==> src/rtl/multicycle_control_if.sv <==
// Memory handshake bundle between the multi-cycle controller and the
// instruction/data memory ports.
interface multicycle_control_if;
  logic imem_req;
  logic imem_ready;
  logic dmem_req;
  logic dmem_we;
  logic dmem_ready;

  modport master (
    output imem_req, dmem_req, dmem_we,
    input  imem_ready, dmem_ready
  );

  modport slave (
    input  imem_req, dmem_req, dmem_we,
    output imem_ready, dmem_ready
  );
endinterface

==> src/rtl/multicycle_control.sv <==
// Per-instruction state machine for the multi-cycle RV32IM core: sequences
// fetch/decode/execute/memory/writeback, waits on memory handshakes and on
// the iterative multiply/divide unit, and emits one-cycle write strobes.
module multicycle_control #(
  parameter int EN_M       = 1,
  parameter int MUL_CYCLES = 3,
  parameter int DIV_CYCLES = 33
) (
  input  logic                        clk,
  input  logic                        rst,
  multicycle_control_if.master        mem,
  input  logic [31:0]                 instr,
  input  logic                        beq,
  input  logic                        blt,
  input  logic                        bltu,
  output logic                        ir_we,
  output logic                        pc_we,
  output logic                        rf_we,
  output logic [1:0]                  npc_op,
  output logic [1:0]                  wd_sel,
  output logic                        wb_pc_sel,
  output logic [2:0]                  sext_op,
  output logic [4:0]                  alu_op,
  output logic                        asel,
  output logic [1:0]                  store_sel,
  output logic [2:0]                  load_sel,
  output logic                        md_start,
  output logic                        illegal,
  output logic                        halted,
  output logic [2:0]                  state
);

  typedef enum logic [2:0] {
    FETCH  = 3'b000,
    DECODE = 3'b001,
    EXEC   = 3'b010,
    MEM    = 3'b011,
    WB     = 3'b100,
    TRAP   = 3'b101,
    HALT   = 3'b110
  } state_t;

  typedef enum logic [3:0] {
    K_ALU, K_LUI, K_AUIPC, K_LOAD, K_STORE, K_BRANCH, K_JAL, K_JALR, K_MUL, K_DIV
  } kind_t;

  localparam logic [5:0] MD_MUL = 6'(MUL_CYCLES);
  localparam logic [5:0] MD_DIV = 6'(DIV_CYCLES);

  state_t      cur_state, next_state;
  kind_t       kind_q, dec_kind;
  logic [2:0]  sext_q, dec_sext;
  logic [4:0]  alu_q, dec_alu;
  logic        asel_q, dec_asel;
  logic [1:0]  wd_q, dec_wd;
  logic [1:0]  store_q, dec_store;
  logic [2:0]  load_q, dec_load;
  logic        dec_legal;
  logic [5:0]  md_cnt;

  logic imem_req_c, ir_we_c, pc_we_c, rf_we_c, dmem_req_c, dmem_we_c, md_start_c;
  logic [1:0] npc_op_c;
  logic wb_pc_sel_c;

  logic [6:0] opcode;
  logic [2:0] funct3;
  logic [6:0] funct7;
  logic       unused_instr_bits;

  assign opcode = instr[6:0];
  assign funct3 = instr[14:12];
  assign funct7 = instr[31:25];
  // Register numbers are routed to the datapath directly; the controller ignores them.
  assign unused_instr_bits = ^{instr[24:15], instr[11:7]};

  // Shared ALU code for R-type and OP-IMM; alt selects sub/sra.
  function automatic logic [4:0] base_alu(input logic [2:0] f3, input logic alt);
    case (f3)
      3'b000:  base_alu = alt ? 5'b00001 : 5'b00000;
      3'b001:  base_alu = 5'b00010;
      3'b010:  base_alu = 5'b00011;
      3'b011:  base_alu = 5'b00100;
      3'b100:  base_alu = 5'b00101;
      3'b101:  base_alu = alt ? 5'b00111 : 5'b00110;
      3'b110:  base_alu = 5'b01000;
      default: base_alu = 5'b01001;
    endcase
  endfunction

  // Combinational instruction decode; only sampled while in DECODE.
  always_comb begin
    dec_kind  = K_ALU;
    dec_sext  = 3'b000;
    dec_alu   = 5'b00000;
    dec_asel  = 1'b0;
    dec_wd    = 2'b00;
    dec_store = 2'b00;
    dec_load  = 3'b000;
    dec_legal = 1'b1;
    case (opcode)
      7'b0110011: begin
        if (funct7 == 7'b0000000) begin
          dec_alu = base_alu(funct3, 1'b0);
        end else if (funct7 == 7'b0100000 && (funct3 == 3'b000 || funct3 == 3'b101)) begin
          dec_alu = base_alu(funct3, 1'b1);
        end else if (funct7 == 7'b0000001 && EN_M != 0) begin
          dec_alu  = 5'd13 + {2'b00, funct3};
          dec_kind = funct3[2] ? K_DIV : K_MUL;
        end else begin
          dec_legal = 1'b0;
        end
      end
      7'b0010011: begin
        dec_asel = 1'b1;
        if (funct3 == 3'b001) begin
          dec_sext  = 3'b001;
          dec_alu   = 5'b00010;
          dec_legal = (funct7 == 7'b0000000);
        end else if (funct3 == 3'b101) begin
          dec_sext  = 3'b001;
          dec_alu   = base_alu(funct3, funct7[5]);
          dec_legal = (funct7 == 7'b0000000) || (funct7 == 7'b0100000);
        end else begin
          dec_alu = base_alu(funct3, 1'b0);
        end
      end
      7'b0000011: begin
        dec_kind = K_LOAD;
        dec_asel = 1'b1;
        dec_wd   = 2'b01;
        case (funct3)
          3'b010:  dec_load = 3'b000;
          3'b001:  dec_load = 3'b001;
          3'b000:  dec_load = 3'b010;
          3'b101:  dec_load = 3'b011;
          3'b100:  dec_load = 3'b100;
          default: dec_legal = 1'b0;
        endcase
      end
      7'b0100011: begin
        dec_kind = K_STORE;
        dec_sext = 3'b010;
        dec_asel = 1'b1;
        case (funct3)
          3'b010:  dec_store = 2'b00;
          3'b001:  dec_store = 2'b01;
          3'b000:  dec_store = 2'b10;
          default: dec_legal = 1'b0;
        endcase
      end
      7'b1100011: begin
        dec_kind  = K_BRANCH;
        dec_sext  = 3'b100;
        dec_alu   = 5'b00001;
        dec_legal = (funct3 != 3'b010) && (funct3 != 3'b011);
      end
      7'b1101111: begin
        dec_kind = K_JAL;
        dec_sext = 3'b101;
        dec_wd   = 2'b10;
      end
      7'b1100111: begin
        dec_kind  = K_JALR;
        dec_asel  = 1'b1;
        dec_wd    = 2'b10;
        dec_legal = (funct3 == 3'b000);
      end
      7'b0110111: begin
        dec_kind = K_LUI;
        dec_sext = 3'b011;
        dec_alu  = 5'b01010;
        dec_asel = 1'b1;
        dec_wd   = 2'b11;
      end
      7'b0010111: begin
        dec_kind = K_AUIPC;
        dec_sext = 3'b011;
        dec_asel = 1'b1;
        dec_wd   = 2'b10;
      end
      default: dec_legal = 1'b0;
    endcase
  end

  // State register.
  always_ff @(posedge clk) begin
    if (rst) cur_state <= FETCH;
    else     cur_state <= next_state;
  end

  // Capture decoded controls in DECODE and hold them until the next decode.
  always_ff @(posedge clk) begin
    if (rst) begin
      kind_q  <= K_ALU;
      sext_q  <= 3'b000;
      alu_q   <= 5'b00000;
      asel_q  <= 1'b0;
      wd_q    <= 2'b00;
      store_q <= 2'b00;
      load_q  <= 3'b000;
    end else if (cur_state == DECODE) begin
      kind_q  <= dec_kind;
      sext_q  <= dec_sext;
      alu_q   <= dec_alu;
      asel_q  <= dec_asel;
      wd_q    <= dec_wd;
      store_q <= dec_store;
      load_q  <= dec_load;
    end
  end

  // Multiply/divide countdown: loaded at decode, one tick per EXEC cycle.
  always_ff @(posedge clk) begin
    if (rst) begin
      md_cnt <= 6'd0;
    end else if (cur_state == DECODE) begin
      md_cnt <= (dec_kind == K_MUL) ? MD_MUL : (dec_kind == K_DIV) ? MD_DIV : 6'd0;
    end else if (cur_state == EXEC && md_cnt != 6'd0) begin
      md_cnt <= md_cnt - 6'd1;
    end
  end

  // Next-state and strobe generation.
  always_comb begin
    next_state  = cur_state;
    imem_req_c  = 1'b0;
    ir_we_c     = 1'b0;
    pc_we_c     = 1'b0;
    rf_we_c     = 1'b0;
    dmem_req_c  = 1'b0;
    dmem_we_c   = 1'b0;
    md_start_c  = 1'b0;
    npc_op_c    = 2'b00;
    wb_pc_sel_c = 1'b0;
    case (cur_state)
      FETCH: begin
        imem_req_c = 1'b1;
        if (mem.imem_ready) begin
          ir_we_c    = 1'b1;
          next_state = DECODE;
        end
      end
      DECODE: begin
        if (instr == 32'h0)  next_state = HALT;
        else if (!dec_legal) next_state = TRAP;
        else                 next_state = EXEC;
      end
      EXEC: begin
        case (kind_q)
          K_MUL, K_DIV: begin
            md_start_c = (md_cnt == ((kind_q == K_MUL) ? MD_MUL : MD_DIV));
            if (md_cnt <= 6'd1) next_state = WB;
          end
          K_LOAD, K_STORE: next_state = MEM;
          K_BRANCH: begin
            pc_we_c = 1'b1;
            case (funct3)
              3'b000:  npc_op_c = beq   ? 2'b01 : 2'b00;
              3'b001:  npc_op_c = !beq  ? 2'b01 : 2'b00;
              3'b100:  npc_op_c = blt   ? 2'b01 : 2'b00;
              3'b101:  npc_op_c = !blt  ? 2'b01 : 2'b00;
              3'b110:  npc_op_c = bltu  ? 2'b01 : 2'b00;
              3'b111:  npc_op_c = !bltu ? 2'b01 : 2'b00;
              default: npc_op_c = 2'b00;
            endcase
            next_state = FETCH;
          end
          default: next_state = WB;
        endcase
      end
      MEM: begin
        dmem_req_c = 1'b1;
        dmem_we_c  = (kind_q == K_STORE);
        if (mem.dmem_ready) begin
          if (kind_q == K_STORE) begin
            pc_we_c    = 1'b1;
            next_state = FETCH;
          end else begin
            next_state = WB;
          end
        end
      end
      WB: begin
        rf_we_c     = 1'b1;
        pc_we_c     = 1'b1;
        npc_op_c    = (kind_q == K_JAL) ? 2'b01 : (kind_q == K_JALR) ? 2'b10 : 2'b00;
        wb_pc_sel_c = (kind_q == K_AUIPC);
        next_state  = FETCH;
      end
      TRAP:    next_state = TRAP;
      HALT:    next_state = HALT;
      default: next_state = FETCH;
    endcase
  end

  // A reset cycle aborts the instruction, so every strobe is masked while rst is high.
  assign mem.imem_req = imem_req_c & ~rst;
  assign mem.dmem_req = dmem_req_c & ~rst;
  assign mem.dmem_we  = dmem_we_c  & ~rst;
  assign ir_we        = ir_we_c    & ~rst;
  assign pc_we        = pc_we_c    & ~rst;
  assign rf_we        = rf_we_c    & ~rst;
  assign md_start     = md_start_c & ~rst;
  assign npc_op       = npc_op_c;
  assign wb_pc_sel    = wb_pc_sel_c;
  assign wd_sel       = wd_q;
  assign sext_op      = sext_q;
  assign alu_op       = alu_q;
  assign asel         = asel_q;
  assign store_sel    = store_q;
  assign load_sel     = load_q;
  assign illegal      = (cur_state == TRAP);
  assign halted       = (cur_state == HALT);
  assign state        = cur_state;

endmodule

==> src/flat_wrapper.sv <==
// flat-port wrapper written by rule: the top's interface ports become plain ports
module multicycle_control_flat 
#(
  parameter int EN_M       = 1,
  parameter int MUL_CYCLES = 3,
  parameter int DIV_CYCLES = 33
)
  (clk, rst, instr, beq, blt, bltu, ir_we, pc_we, rf_we, npc_op, wd_sel, wb_pc_sel, sext_op, alu_op, asel, store_sel, load_sel, md_start, illegal, halted, state, mem_imem_req, mem_dmem_req, mem_dmem_we, mem_imem_ready, mem_dmem_ready);
  multicycle_control_if mem_i ();
  input  logic clk;
  input  logic rst;
  input  logic [31:0] instr;
  input  logic beq;
  input  logic blt;
  input  logic bltu;
  output logic ir_we;
  output logic pc_we;
  output logic rf_we;
  output logic [1:0] npc_op;
  output logic [1:0] wd_sel;
  output logic wb_pc_sel;
  output logic [2:0] sext_op;
  output logic [4:0] alu_op;
  output logic asel;
  output logic [1:0] store_sel;
  output logic [2:0] load_sel;
  output logic md_start;
  output logic illegal;
  output logic halted;
  output logic [2:0] state;
  output wire logic [$bits(mem_i.imem_req)-1:0] mem_imem_req;
  output wire logic [$bits(mem_i.dmem_req)-1:0] mem_dmem_req;
  output wire logic [$bits(mem_i.dmem_we)-1:0] mem_dmem_we;
  input wire logic [$bits(mem_i.imem_ready)-1:0] mem_imem_ready;
  input wire logic [$bits(mem_i.dmem_ready)-1:0] mem_dmem_ready;
  assign mem_imem_req = mem_i.imem_req;
  assign mem_dmem_req = mem_i.dmem_req;
  assign mem_dmem_we = mem_i.dmem_we;
  assign mem_i.imem_ready = mem_imem_ready;
  assign mem_i.dmem_ready = mem_dmem_ready;
  multicycle_control #(.EN_M(EN_M), .MUL_CYCLES(MUL_CYCLES), .DIV_CYCLES(DIV_CYCLES)) u_core (.clk(clk), .rst(rst), .mem(mem_i), .instr(instr), .beq(beq), .blt(blt), .bltu(bltu), .ir_we(ir_we), .pc_we(pc_we), .rf_we(rf_we), .npc_op(npc_op), .wd_sel(wd_sel), .wb_pc_sel(wb_pc_sel), .sext_op(sext_op), .alu_op(alu_op), .asel(asel), .store_sel(store_sel), .load_sel(load_sel), .md_start(md_start), .illegal(illegal), .halted(halted), .state(state));
endmodule
==> config.mk <==
export PLATFORM = sky130hd
export DESIGN_NAME = multicycle_control_flat
export DESIGN_NICKNAME = d
export VERILOG_FILES = /design/src/rtl/multicycle_control_if.sv /design/src/rtl/multicycle_control.sv /design/src/flat_wrapper.sv
export SDC_FILE = /design/constraint.sdc
export NUM_CORES = 1
export LEC_CHECK = 0
export CAP_MARGIN = 20
export CORE_MARGIN = 8
export CORE_UTILIZATION = 43
export DETAILED_ROUTE_END_ITERATION = 8
export HOLD_SLACK_MARGIN = 0.03
export MAX_ROUTING_LAYER = met4
export PLACE_DENSITY_LB_ADDON = 0.15
export SYNTH_ARGS = -nofsm -noshare
export SYNTH_HDL_FRONTEND = slang
export SYNTH_SLANG_ARGS = --single-unit
==> constraint.sdc <==
create_clock -name clk -period 1.7 [get_ports clk]
set_clock_uncertainty 0.2 [all_clocks]
set_input_delay 0.17 -clock clk [delete_from_list [all_inputs] [get_ports clk]]
set_output_delay 0.17 -clock clk [all_outputs]
set_load 0.01 [all_outputs]
# Word-level counts from Yosys, hierarchy flattened

Index checks and enable logic that the tools add are counted.
W data, S select, Z words.

Order comparisons: 1
Equal/unequal tests: 40
Reduce and logical (&&, ||, !) cells: 20
$add $sub $neg: 2
Multiplexer cells: 69
Bitwise gates (word level): 8

Operator list:

| cell                 | count |
|---|---|
| $pmux W4 S7          | 2 |
| $logic_not A32 Y1    | 1 |
| $pmux W4 S8          | 1 |
| $mux W6              | 5 |
| $mux W1              | 29 |
| $eq A7 B6 Y1 const B | 4 |
| $mux W5              | 5 |
| $mux W3              | 8 |
| $eq A3 B3 Y1 const B | 7 |
| $eq A7 B7 Y1 const B | 3 |
| $pmux W4 S5          | 1 |
| $pmux W5 S4          | 1 |
| $pmux W3 S6          | 1 |
| $eq A4 B3 Y1 const B | 4 |
| $eq A4 B4 Y1 const B | 4 |
| $pmux W3 S5          | 1 |
| $eq A7 B5 Y1 const B | 2 |
| $eq A3 B2 Y1 const B | 4 |
| $mux W4              | 3 |
| $pmux W2 S6          | 1 |
| $pmux W3 S4          | 1 |
| $pmux W3 S3          | 1 |
| $reduce_or A3 Y1     | 3 |
| $eq A4 B2 Y1 const B | 2 |
| other kinds (27)     | 46 |

Bits in registers: 29
Output and inout bits: 31
Bits of input ports: 39
Word-level logic and storage cells: 149

# Depth between registers and ports, before layout

Gate-level depths: netlist of run 1.

Word-level depth: 10
Mapped depth: 8
Gate-level depth less buffers: 7

# Worst setup path after synthesis of run 1

No wires, ideal clock.

Path type: input to register
From: input port instr[12]
To: register u_core.cur_state[1], in the netlist u_core.state[1]
Data required time: 1.442 ns
Path slack: -0.175 ns
Buffers on the path: 1
Stages on the path: 8
Setup time: 0.058 ns
Arrival time: 1.617 ns
Path through: inv_1 > ha_1 > clkbuf_1 > nor2b_1 > nand3_1 > or3_4 > nor3_2 > a211o_1

Word-level cells in the longest chain between the ends: 9
Elaborated cells on any way between the ends: 23
Those cells by class: eq/ne (6); mux (10); reduce/logical (7)

RTL lines:

| element                                          | line                      | text |
|---|---|---|
| start: declaration                               | flat_wrapper.sv:12        | `input logic [31:0] instr;` |
| $eq A3 B3 Y1 or $logic_not A3 Y1 (tied branches) | --                        |  |
| $logic_or A1 B1 Y1                               | multicycle_control.sv:104 | `end else if (funct7 == 7'b0100000 && (funct3 == 3'b000 \|\| funct3 == 3'b101)) begin` |
| $logic_and A1 B1 Y1                              | multicycle_control.sv:104 |  |
| $mux W1                                          | multicycle_control.sv:104 |  |
| $mux W1                                          | multicycle_control.sv:102 | `if (funct7 == 7'b0000000) begin` |
| $pmux W1 S7                                      | multicycle_control.sv:100 | `case (opcode)` |
| $mux W3                                          | multicycle_control.sv:245 | `else if (!dec_legal) next_state = TRAP;` |
| $mux W3 *                                        | multicycle_control.sv:244 | `if (instr == 32'h0) next_state = HALT;` |
| $pmux W3 S6 *                                    | multicycle_control.sv:235 | `case (cur_state)` |
| end signal: assignment                           | multicycle_control.sv:188 | `else cur_state <= next_state;` |
| end: declaration                                 | multicycle_control.sv:50  | `state_t cur_state, next_state;` |

Mark *: on every way between the ends. The rest lies on a longest branch, timed or not.
A chain may end at the register's enable or synchronous reset.

# Worst setup path after layout of run 1

From: register u_core.md_cnt[3]
To: register u_core.cur_state[2], in the netlist u_core.state[2]

Word-level cells in the longest chain between the ends: 3

RTL lines:

| element                     | line                      | text |
|---|---|---|
| start: declaration          | multicycle_control.sv:59  | `logic [5:0] md_cnt;` |
| start signal: assignment    | multicycle_control.sv:217 | `md_cnt <= (dec_kind == K_MUL) ? MD_MUL : (dec_kind == K_DIV) ? MD_DIV : 6'd0;` |
| start signal: assignment    | multicycle_control.sv:219 | `md_cnt <= md_cnt - 6'd1;` |
| $le A6 B1 Y1                | multicycle_control.sv:252 | `if (md_cnt <= 6'd1) next_state = WB;` |
| $ne A3 B3 Y1 (no line)      | --                        |  |
| $reduce_and A3 Y1 (no line) | --                        |  |

Every way passes these cells.

==> results by stage, run 1 <==
Worst setup path:
- The kind of cell adding the most delay to the critical path is compound AO/OA/AOI/OAI gates.
- The slowest cell on the critical path is sky130_fd_sc_hd__a211oi_1.
- Traced cell by cell, the critical path runs through nor4_4 > o21ai_2 > a31oi_4 > nand3b_1 > a211oi_1.
- Data arrives at the worst endpoint at about 2200 ps.
- The longest individual stage delay on the worst path is 380 ps.
- Data on the critical path is required at its endpoint by approximately 1700 ps.
- The number of buffers and inverters on the critical path is 0.
- The register-to-register setup slack is -520 ps.
- The worst setup path is of the reg -> reg kind.
- The sort of element at the start of the critical path is a register.
- The peak fanout along the critical path is 4.
- The type of destination of the critical path is a register.

GRT:
- For this run, global-route usage on met2 was measured as 51.11%.
- The total overflow left after global routing is 0.
- For met1 alone, demand over resource in global routing was between 30% and 40%.
- In this run the most used layer during global routing was met2.
- The initial antenna violation count is 0.
- Global routing consumed, over all layers together, 29.38% of the routing resources.
- The via count of the first global-routing pass came to 3536.
- The maximum number of pins on one net before global-route repair is 31.
- For this run, global-route usage on met3 was measured as 5.147%.
- The wire length of the first global-routing pass is roughly 18000 um.

Route:
- The routed length per placed instance is 26.24 um.
- The number of antenna-violating nets in the routed design is 0.
- Before antenna repair, the detailed router went through 6 iterations.
- The detail-routed via count per cell is 6.805.
- In the routed design, unresolved DRC markers number 0.
- The number of DRC markers after the initial detailed-route iteration is roughly 550.
- For this block, the routed nets add up to between 10000 and 15000 um of wire.
- The via count is between 3000 and 4000.

Clock network:
- The maximum number of buffers from clock root to sink is 2.
- TritonCTS built the clock tree.
- After clock tree synthesis, the clock-pin slew on the worst setup and hold paths is about 90 ps.
- The H-tree depth is 2.
- Counting every sink on the clock net gives 29.
- TritonCTS created 5 clock buffers.
- The cell at the root of the clock tree is sky130_fd_sc_hd__clkbuf_8.
- For this design, the CTS-stage hold fixing added 0 buffers.
- The insertion delay to the later sink of the worst-skew pair is about 300 ps.

Timing:
- The number of hold-slack violations in the final timing report is 0.
- The slew at the pin closest to its max-slew limit is 669.2 ps.
- The final critical delay including setup and external delays is approximately 2200 ps.
- Setup repair after global routing could not meet its margin everywhere.
- Setup violations remaining at the end of the flow were counted as 34.
- Setup slack on the critical path of the routed design comes to -523.2 ps.
- The portion of the clock cycle consumed by the worst path in the final layout is 130.8%.
- Headroom to the max-slew limit came out at ~55%.
- The maximum frequency from static timing analysis is between 0.4 and 0.5 GHz.
- The count of pins over their slew limit is 0.

Finish:
- With fillers left out, the area of the finished cells amounts to 0.004840 mm2.
- The number of nets in the layout is about 540.
- The fraction of layout instances using a drive strength above 1 is between 50% and 60%.
- The library cell used most frequently in the layout, excluding fill and tap cells, is sky130_fd_sc_hd__buf_4.
- The count of inserted antenna diode cells is 0.
- The area growth from synthesis to layout is 108.6%.
- The final core utilization is between 90 and 100%.
- The library cells used most frequently in the layout, excluding fill and tap cells, are 93 x sky130_fd_sc_hd__buf_4, 34 x sky130_fd_sc_hd__clkdlybuf4s50_1, 33 x sky130_fd_sc_hd__buf_6.

Placed design:
- Once detailed placement completed, the half-perimeter wirelength came to between 7000 and 8000 um.
- The post-detailed-placement cell area is 0.003844 mm2.
- At the end of routability-driven placement, the weighted congestion stood at 0.9493.
- The number of input and output port buffers inserted is between 60 and 70.
- The worst slack at placement is -789.0 ps.

Die:
- The floorplan step defined a core boundary enclosing around 0.0052 mm2.
- The vertical extent of the die is around 90 um.
- The number of core rows is 26.
- For this design the top-level I/O count stands at 70.
- The floorplan step set the die width to around 89 um.
- For this configuration, the core starts out at a cell density of 44.85%.
- The die footprint is 0.008001 mm2.

Synth:
- The synthesized netlist cell count is ~310.
- After synthesis, flip-flops and latches occupy 25.03% of the total area.
- The synthesized flop and latch total is 29.
- Of all flip-flops after synthesis, the portion carrying an async set or reset was 0%.
- The number of different library cells in the post-synthesis netlist is 63.
- The area of the mapped netlist is between 0.002 and 0.0025 mm2.
- For this run, the number of Yosys warnings is 0.
- The dominant register cell in the synthesized netlist is sky130_fd_sc_hd__dfxtp_1.
- The average instance in the mapped netlist occupies approximately 7.5 um2.
- The number of nets handed over by synthesis was ~360.
- Yosys mapped a number of flops with a built-in enable equal to 0.

Flow run:
- The tool flagged a number of max-cap violations equal to 0.

Outcome:
- The final reports fail on negative setup slack.
- The run finished, with violations left.

Min path:
- The min-delay analysis places its worst path in the category in -> reg.

Power:
- IR analysis of the VDD net gives a maximum drop of about 500 uV.
- The static leakage is roughly 2.0 nW.
- Power spread over the standard cell area amounts to roughly 780 mW/mm2.
-- metrics by stage --
step,power (mW),setup TNS [ps],hold WS (ps),instances
finish,3.761,-4889,219.4,564
CTS,3.199,-1166,184.4,555
global route,3.868,-6634,254.0,564
floorplan,1.352,-1247,180.7,309
detailed placement,2.075,-17200,244.2,527
global placement,2.060,-16050,239.7,527
-- synth_stat cells (3+ instances only) --
library cell                n  area share (%)
sky130_fd_sc_hd__a211o_1    3             1.1
sky130_fd_sc_hd__a211oi_1   8             2.6
sky130_fd_sc_hd__a21oi_1   20             4.3
sky130_fd_sc_hd__and3_1     4             1.1
sky130_fd_sc_hd__buf_2      5             1.1
sky130_fd_sc_hd__clkbuf_1  12             1.9
sky130_fd_sc_hd__dfxtp_1   29              25
sky130_fd_sc_hd__ha_1       9             4.9
sky130_fd_sc_hd__inv_1     11             1.8
sky130_fd_sc_hd__mux2i_1    6             2.6
sky130_fd_sc_hd__nand2_1   20             3.2
sky130_fd_sc_hd__nand2b_1   7             1.9
sky130_fd_sc_hd__nand3_1   12             2.6
sky130_fd_sc_hd__nand3b_1   4             1.3
sky130_fd_sc_hd__nand4_1    5             1.3
sky130_fd_sc_hd__nor2_1    33             5.3
sky130_fd_sc_hd__nor2b_1   10             2.7
sky130_fd_sc_hd__nor3_1    15             3.2
sky130_fd_sc_hd__nor4_1    12             3.2
sky130_fd_sc_hd__nor4bb_1   3             1.3
sky130_fd_sc_hd__o211ai_1   4             1.3
sky130_fd_sc_hd__o21ai_0   13             2.8
sky130_fd_sc_hd__o21bai_1   4             1.3
sky130_fd_sc_hd__o31ai_1    4             1.3
sky130_fd_sc_hd__or3_1      4             1.1
sky130_fd_sc_hd__xnor2_1    4             1.5
-- flip-flops by register name, summed over array words and instances (netlist names) --
signal,flops
u_core.md_cnt,6
u_core.alu_op,5
u_core.kind_q,4
u_core.load_sel,3
u_core.sext_op,3
u_core.state,3
u_core.store_sel,2
u_core.wd_sel,2
u_core.asel,1
-- report_power, final --
group | internal, mW | total, mW | switching (mW)
clock | 0.479 | 0.818 | 0.339
combinational | 1.05 | 2.12 | 1.07
sequential | 0.750 | 0.823 | 0.0730
-- tightest hold or removal path, cell delays in order --
cell and delay [ps]:
sky130_fd_sc_hd__buf_6 100, sky130_fd_sc_hd__buf_4 120, sky130_fd_sc_hd__o21bai_1 60, sky130_fd_sc_hd__o2111ai_1 140, sky130_fd_sc_hd__o21ai_1 80
-- per-layer routing --
layer / up-vias / share of wire (%)
met5: - / 0
li1: 1524 / -
met2: 428 / 43
met3: 155 / 13
met1: 1731 / 35
met4: 0 / 8.9
-- what timing repair did --
item | CTS | global route
resized for setup | 166 | 84
pin swaps | 38 | 43
cloned | 2 | 1
endpoints found under the setup margin | 41 | 40
buffers inserted | 18 | 10
-- logic make-up after synthesis --
logic type | count (synthesis) | synth area share [%]
DFF | 29 | 25.03
AOI/OAI and AO/OA | 79 | 23.19
xor gates and xnor gates | 6 | 2.265
and+or+nand+nor | 147 | 35.33
buffers and inverters | 32 | 5.771
adders and majority gates | 9 | 4.854
muxes | 7 | 3.560
-- cell type report --
class | instances | area (um2)
Fill cell | 167 | 332.8
Sequential cell | 29 | 601.8
Multi-Input combinational cell | 248 | 2205
Inverter | 12 | 53.80
Timing Repair Buffer | 197 | 1775
Clock inverter | 1 | 30.03
Clock buffer | 7 | 86.33
Tap cell | 70 | 87.58
-- worst paths after layout --
check | cells past startpoint | from | end
max reg2reg | 5 | u_core.md_cnt[3] | u_core.state[2]
max | 5 | u_core.md_cnt[3] | u_core.state[2]
min | 5 | instr[12] | u_core.alu_op[0]
min reg2reg | 2 | u_core.load_sel[2] | u_core.load_sel[2]
No activity file was read; power rests on OpenSTA's default activity.
==> run 2, diff against run 1 <==
--- a/config.mk
+++ b/config.mk
@@ -6,8 +6,10 @@
 export NUM_CORES = 1
 export LEC_CHECK = 0
 export CAP_MARGIN = 20
+export CELL_PAD_IN_SITES_DETAIL_PLACEMENT = 1
+export CELL_PAD_IN_SITES_GLOBAL_PLACEMENT = 2
 export CORE_MARGIN = 8
-export CORE_UTILIZATION = 43
+export CORE_UTILIZATION = 23
 export DETAILED_ROUTE_END_ITERATION = 8
 export HOLD_SLACK_MARGIN = 0.03
 export MAX_ROUTING_LAYER = met4
==> results by stage, run 2 (synthesis gave the netlist of run 1 again) <==
Outcome:
- The flow ran to the end, but the final reports show violations.
- The final reports fail on negative setup slack.

GRT:
- The maximum number of pins on one net before global-route repair is 23.
- In the global route stage, overall resource usage came out at 17.73%.
- The first global-routing pass estimated 18260 um of wire.
- Summed over all layers, the global routing overflow is 0.
- The initial antenna violation count is 0.
- The via count of the first global-routing pass was about 3500.

Finish:
- The library cells used most frequently in the layout, excluding fill and tap cells, are 110 x sky130_fd_sc_hd__buf_4, 35 x sky130_fd_sc_hd__clkdlybuf4s50_1, 28 x sky130_fd_sc_hd__nor2_1.
- Counting flops per register, the top entry is u_core.md_cnt.
- The register with the most flip-flops in the layout has 6 of them.
- 0 antenna diodes ended up in the layout.
- The fraction of layout instances using a drive strength above 1 is 49.90%.
- The area growth from synthesis to layout is 107.7%.
- The library cell used most frequently in the layout, excluding fill and tap cells, is sky130_fd_sc_hd__buf_4.
- The count of non-filler cells in the finished layout is approximately 630.
- After the last flow step, the layout net total stands at 548.

Timing:
- Hold is met by about 230 ps.
- The slack of the critical path is -251.7 ps.
- The maximum frequency from static timing analysis is between 0.5 and 0.6 GHz.
- The worst slew slack as a fraction of its limit is approximately 73%.
- The count of pins over their slew limit is 0.
- Dividing the final minimum period by the clock period gives 114.8%.
- The routed design could run at a clock period as short as just under 2000 ps.
- At the pin with the least slew margin, the transition time is around 400 ps.
- The final number of setup-violating endpoints is 18.
- Setup repair after global routing could not meet its margin everywhere.
- The number of hold-slack violations in the final timing report is 0.

Die:
- The core region area is approximately 0.0098 mm2.
- The I/O pin count is 70.
- The die is 116.4 um tall.
- Once the floorplan was initialized, standard cells occupied 23.73% of the core.
- The die footprint is 0.01355 mm2.
- The number of core rows is 36.
- From left edge to right edge, the die measures between 100 and 150 um.

Worst setup path:
- The worst path required time is between 1000 and 1500 ps.
- The worst setup path is captured at an output port.
- The slowest cell on the critical path is sky130_fd_sc_hd__dfxtp_4.
- The critical path is of the reg -> out type.
- The cell type with the highest occurrence count on the critical path is sky130_fd_sc_hd__buf_6.
- The longest individual stage delay on the worst path is 400 ps.
- Walking the worst path, the cells encountered are buf_6 > nand2b_4 > buf_6 > or3_4 > nor2b_1 > buf_2.
- The number of buffers and inverters on the critical path is 3.
- The sort of element at the start of the critical path is a register.
- At the worst endpoint, the arrival time is around 1600 ps.
- Along the worst path, the maximum fanout reaches 6.
- In this design, the largest share of critical-path delay is due to simple AND/OR/NAND/NOR gates.

Power:
- The static leakage is 1.990 nW.
- The maximum VDD drop is roughly 420 uV.
- The power per cell area is slightly above 700 mW/mm2.

Clock network:
- Buffers inserted to repair hold after CTS numbered 0.
- The clock input transition at the sequential cells of the worst setup and hold paths is 70 ps.
- Counting every sink on the clock net gives 29.
- In this run, CTS created clock tree buffers numbering 5.
- TritonCTS built the clock tree.
- The clock reaches the later pin of the worst-skew pair after approximately 290 ps.
- The H-tree generated during clock tree synthesis spans 2 levels.
- CTS placed an instance of sky130_fd_sc_hd__clkbuf_8 at the clock tree root.
- The maximum number of buffers from clock root to sink is 2.

Route:
- The detail-routed via count per cell is ~5.
- The total length of routed wires is about 12000 um.
- The routed length per placed instance is 18.29 um.
- The number of detailed-routing iterations run before antenna repair is 4.
- For this run, design rule violations remaining after detail routing come to 0.
- Detailed routing inserted a total of 3172 vias.
- After the first detailed-routing iteration, the DRC count stood at around 140.
- The detail route stage leaves a number of antenna-violating nets equal to 0.

Min path:
- The classification of the worst-slack hold path is in -> reg.

Placed design:
- The total half-perimeter wirelength after legalization and detailed placement is ~8300 um.
- After detailed placement, the design holds a cell count of 598.
- The final weighted congestion in routability-driven placement is ~0.9.
- The number of input and output port buffers inserted is just under 70.

Flow run:
- The count of max-cap constraint violations is 0.
[run 2: cell types whose count changed in the layout (fill, tap and decap cells not counted), moves of 3 or more]
cell                              delta
sky130_fd_sc_hd__dlygate4sd2_1       -4
sky130_fd_sc_hd__a21oi_2             -5
sky130_fd_sc_hd__buf_6              -10
sky130_fd_sc_hd__a21oi_1             +5
sky130_fd_sc_hd__buf_4              +17
sky130_fd_sc_hd__clkdlybuf4s15_1     +3
sky130_fd_sc_hd__nor2_1              +4
[run 2: power breakdown]
| part | internal, mW | switching, mW | leakage, nW |
|---|---|---|---|
| Clock | 0.478 | 0.293 | 0.0585 |
| Combinational | 0.992 | 0.890 | 1.69 |
| Sequential | 0.756 | 0.0676 | 0.240 |
| Total | 2.23 | 1.25 | 1.99 |
[run 2: through the flow]
stage               TNS [ps]  instance area, um2  util, %  total power [mW]  worst slack (ps)
global placement      -17460                3970    40.62             2.087            -708.9
global route           -3438                4818    49.30             3.665            -295.4
floorplan              -1247                2384        -             1.352            -139.6
CTS                    -1622                4558    46.63             3.270            -193.8
finish                 -2044                4818    49.30             3.477            -251.7
detailed placement    -18300                3970    40.62             2.099            -759.8
[run 2: layout make-up]
cell class              instances  area, um2
fillers                      1160       4956
multi-input cells             248       2101
repair buffers                204       1785
flip-flops and latches         29      598.1
well taps                     133      166.4
clock buffers                   7      86.33
inverters                      12      51.30
clock inverters                 1      30.03
[run 2: path summary, 6_finish.rpt]
| check | start | endpoint | slack [ps] | depth (start not counted) |
|---|---|---|---|---|
| setup / recovery | u_core.state[1] | mem_dmem_we | -250 | 6 |
| hold / removal | instr[12] | u_core.alu_op[0] | 230 | 5 |
| setup reg to reg | u_core.state[1] | u_core.state[0] | -160 | 7 |
| hold reg to reg | u_core.load_sel[2] | u_core.load_sel[2] | 260 | 2 |
[run 2: per-layer routing]
layer	global-route usage [%]	wire length (um)	vias to the layer above
met3	2.585	387	14
met5	-	0	-
li1	-	-	1538
met4	4.754	161	0
met2	31.51	6101	72
met1	20.33	4946	1548
[run 2: repair_timing]
item,4_1_cts,5_1_grt
buffers inserted,19,9
cloned,2,1
pin swaps,37,38
gates resized for setup,172,50
endpoints found under the setup margin,41,39
[run 2: worst register-to-register path, stage by stage, from the launching register on]
cell and delay [ps]:
sky130_fd_sc_hd__dfxtp_4 380, sky130_fd_sc_hd__buf_6 140, sky130_fd_sc_hd__or4_4 530, sky130_fd_sc_hd__o31ai_4 90, sky130_fd_sc_hd__a31oi_4 80, sky130_fd_sc_hd__buf_6 150
sky130_fd_sc_hd__a41oi_2 100, sky130_fd_sc_hd__o21ai_1 80
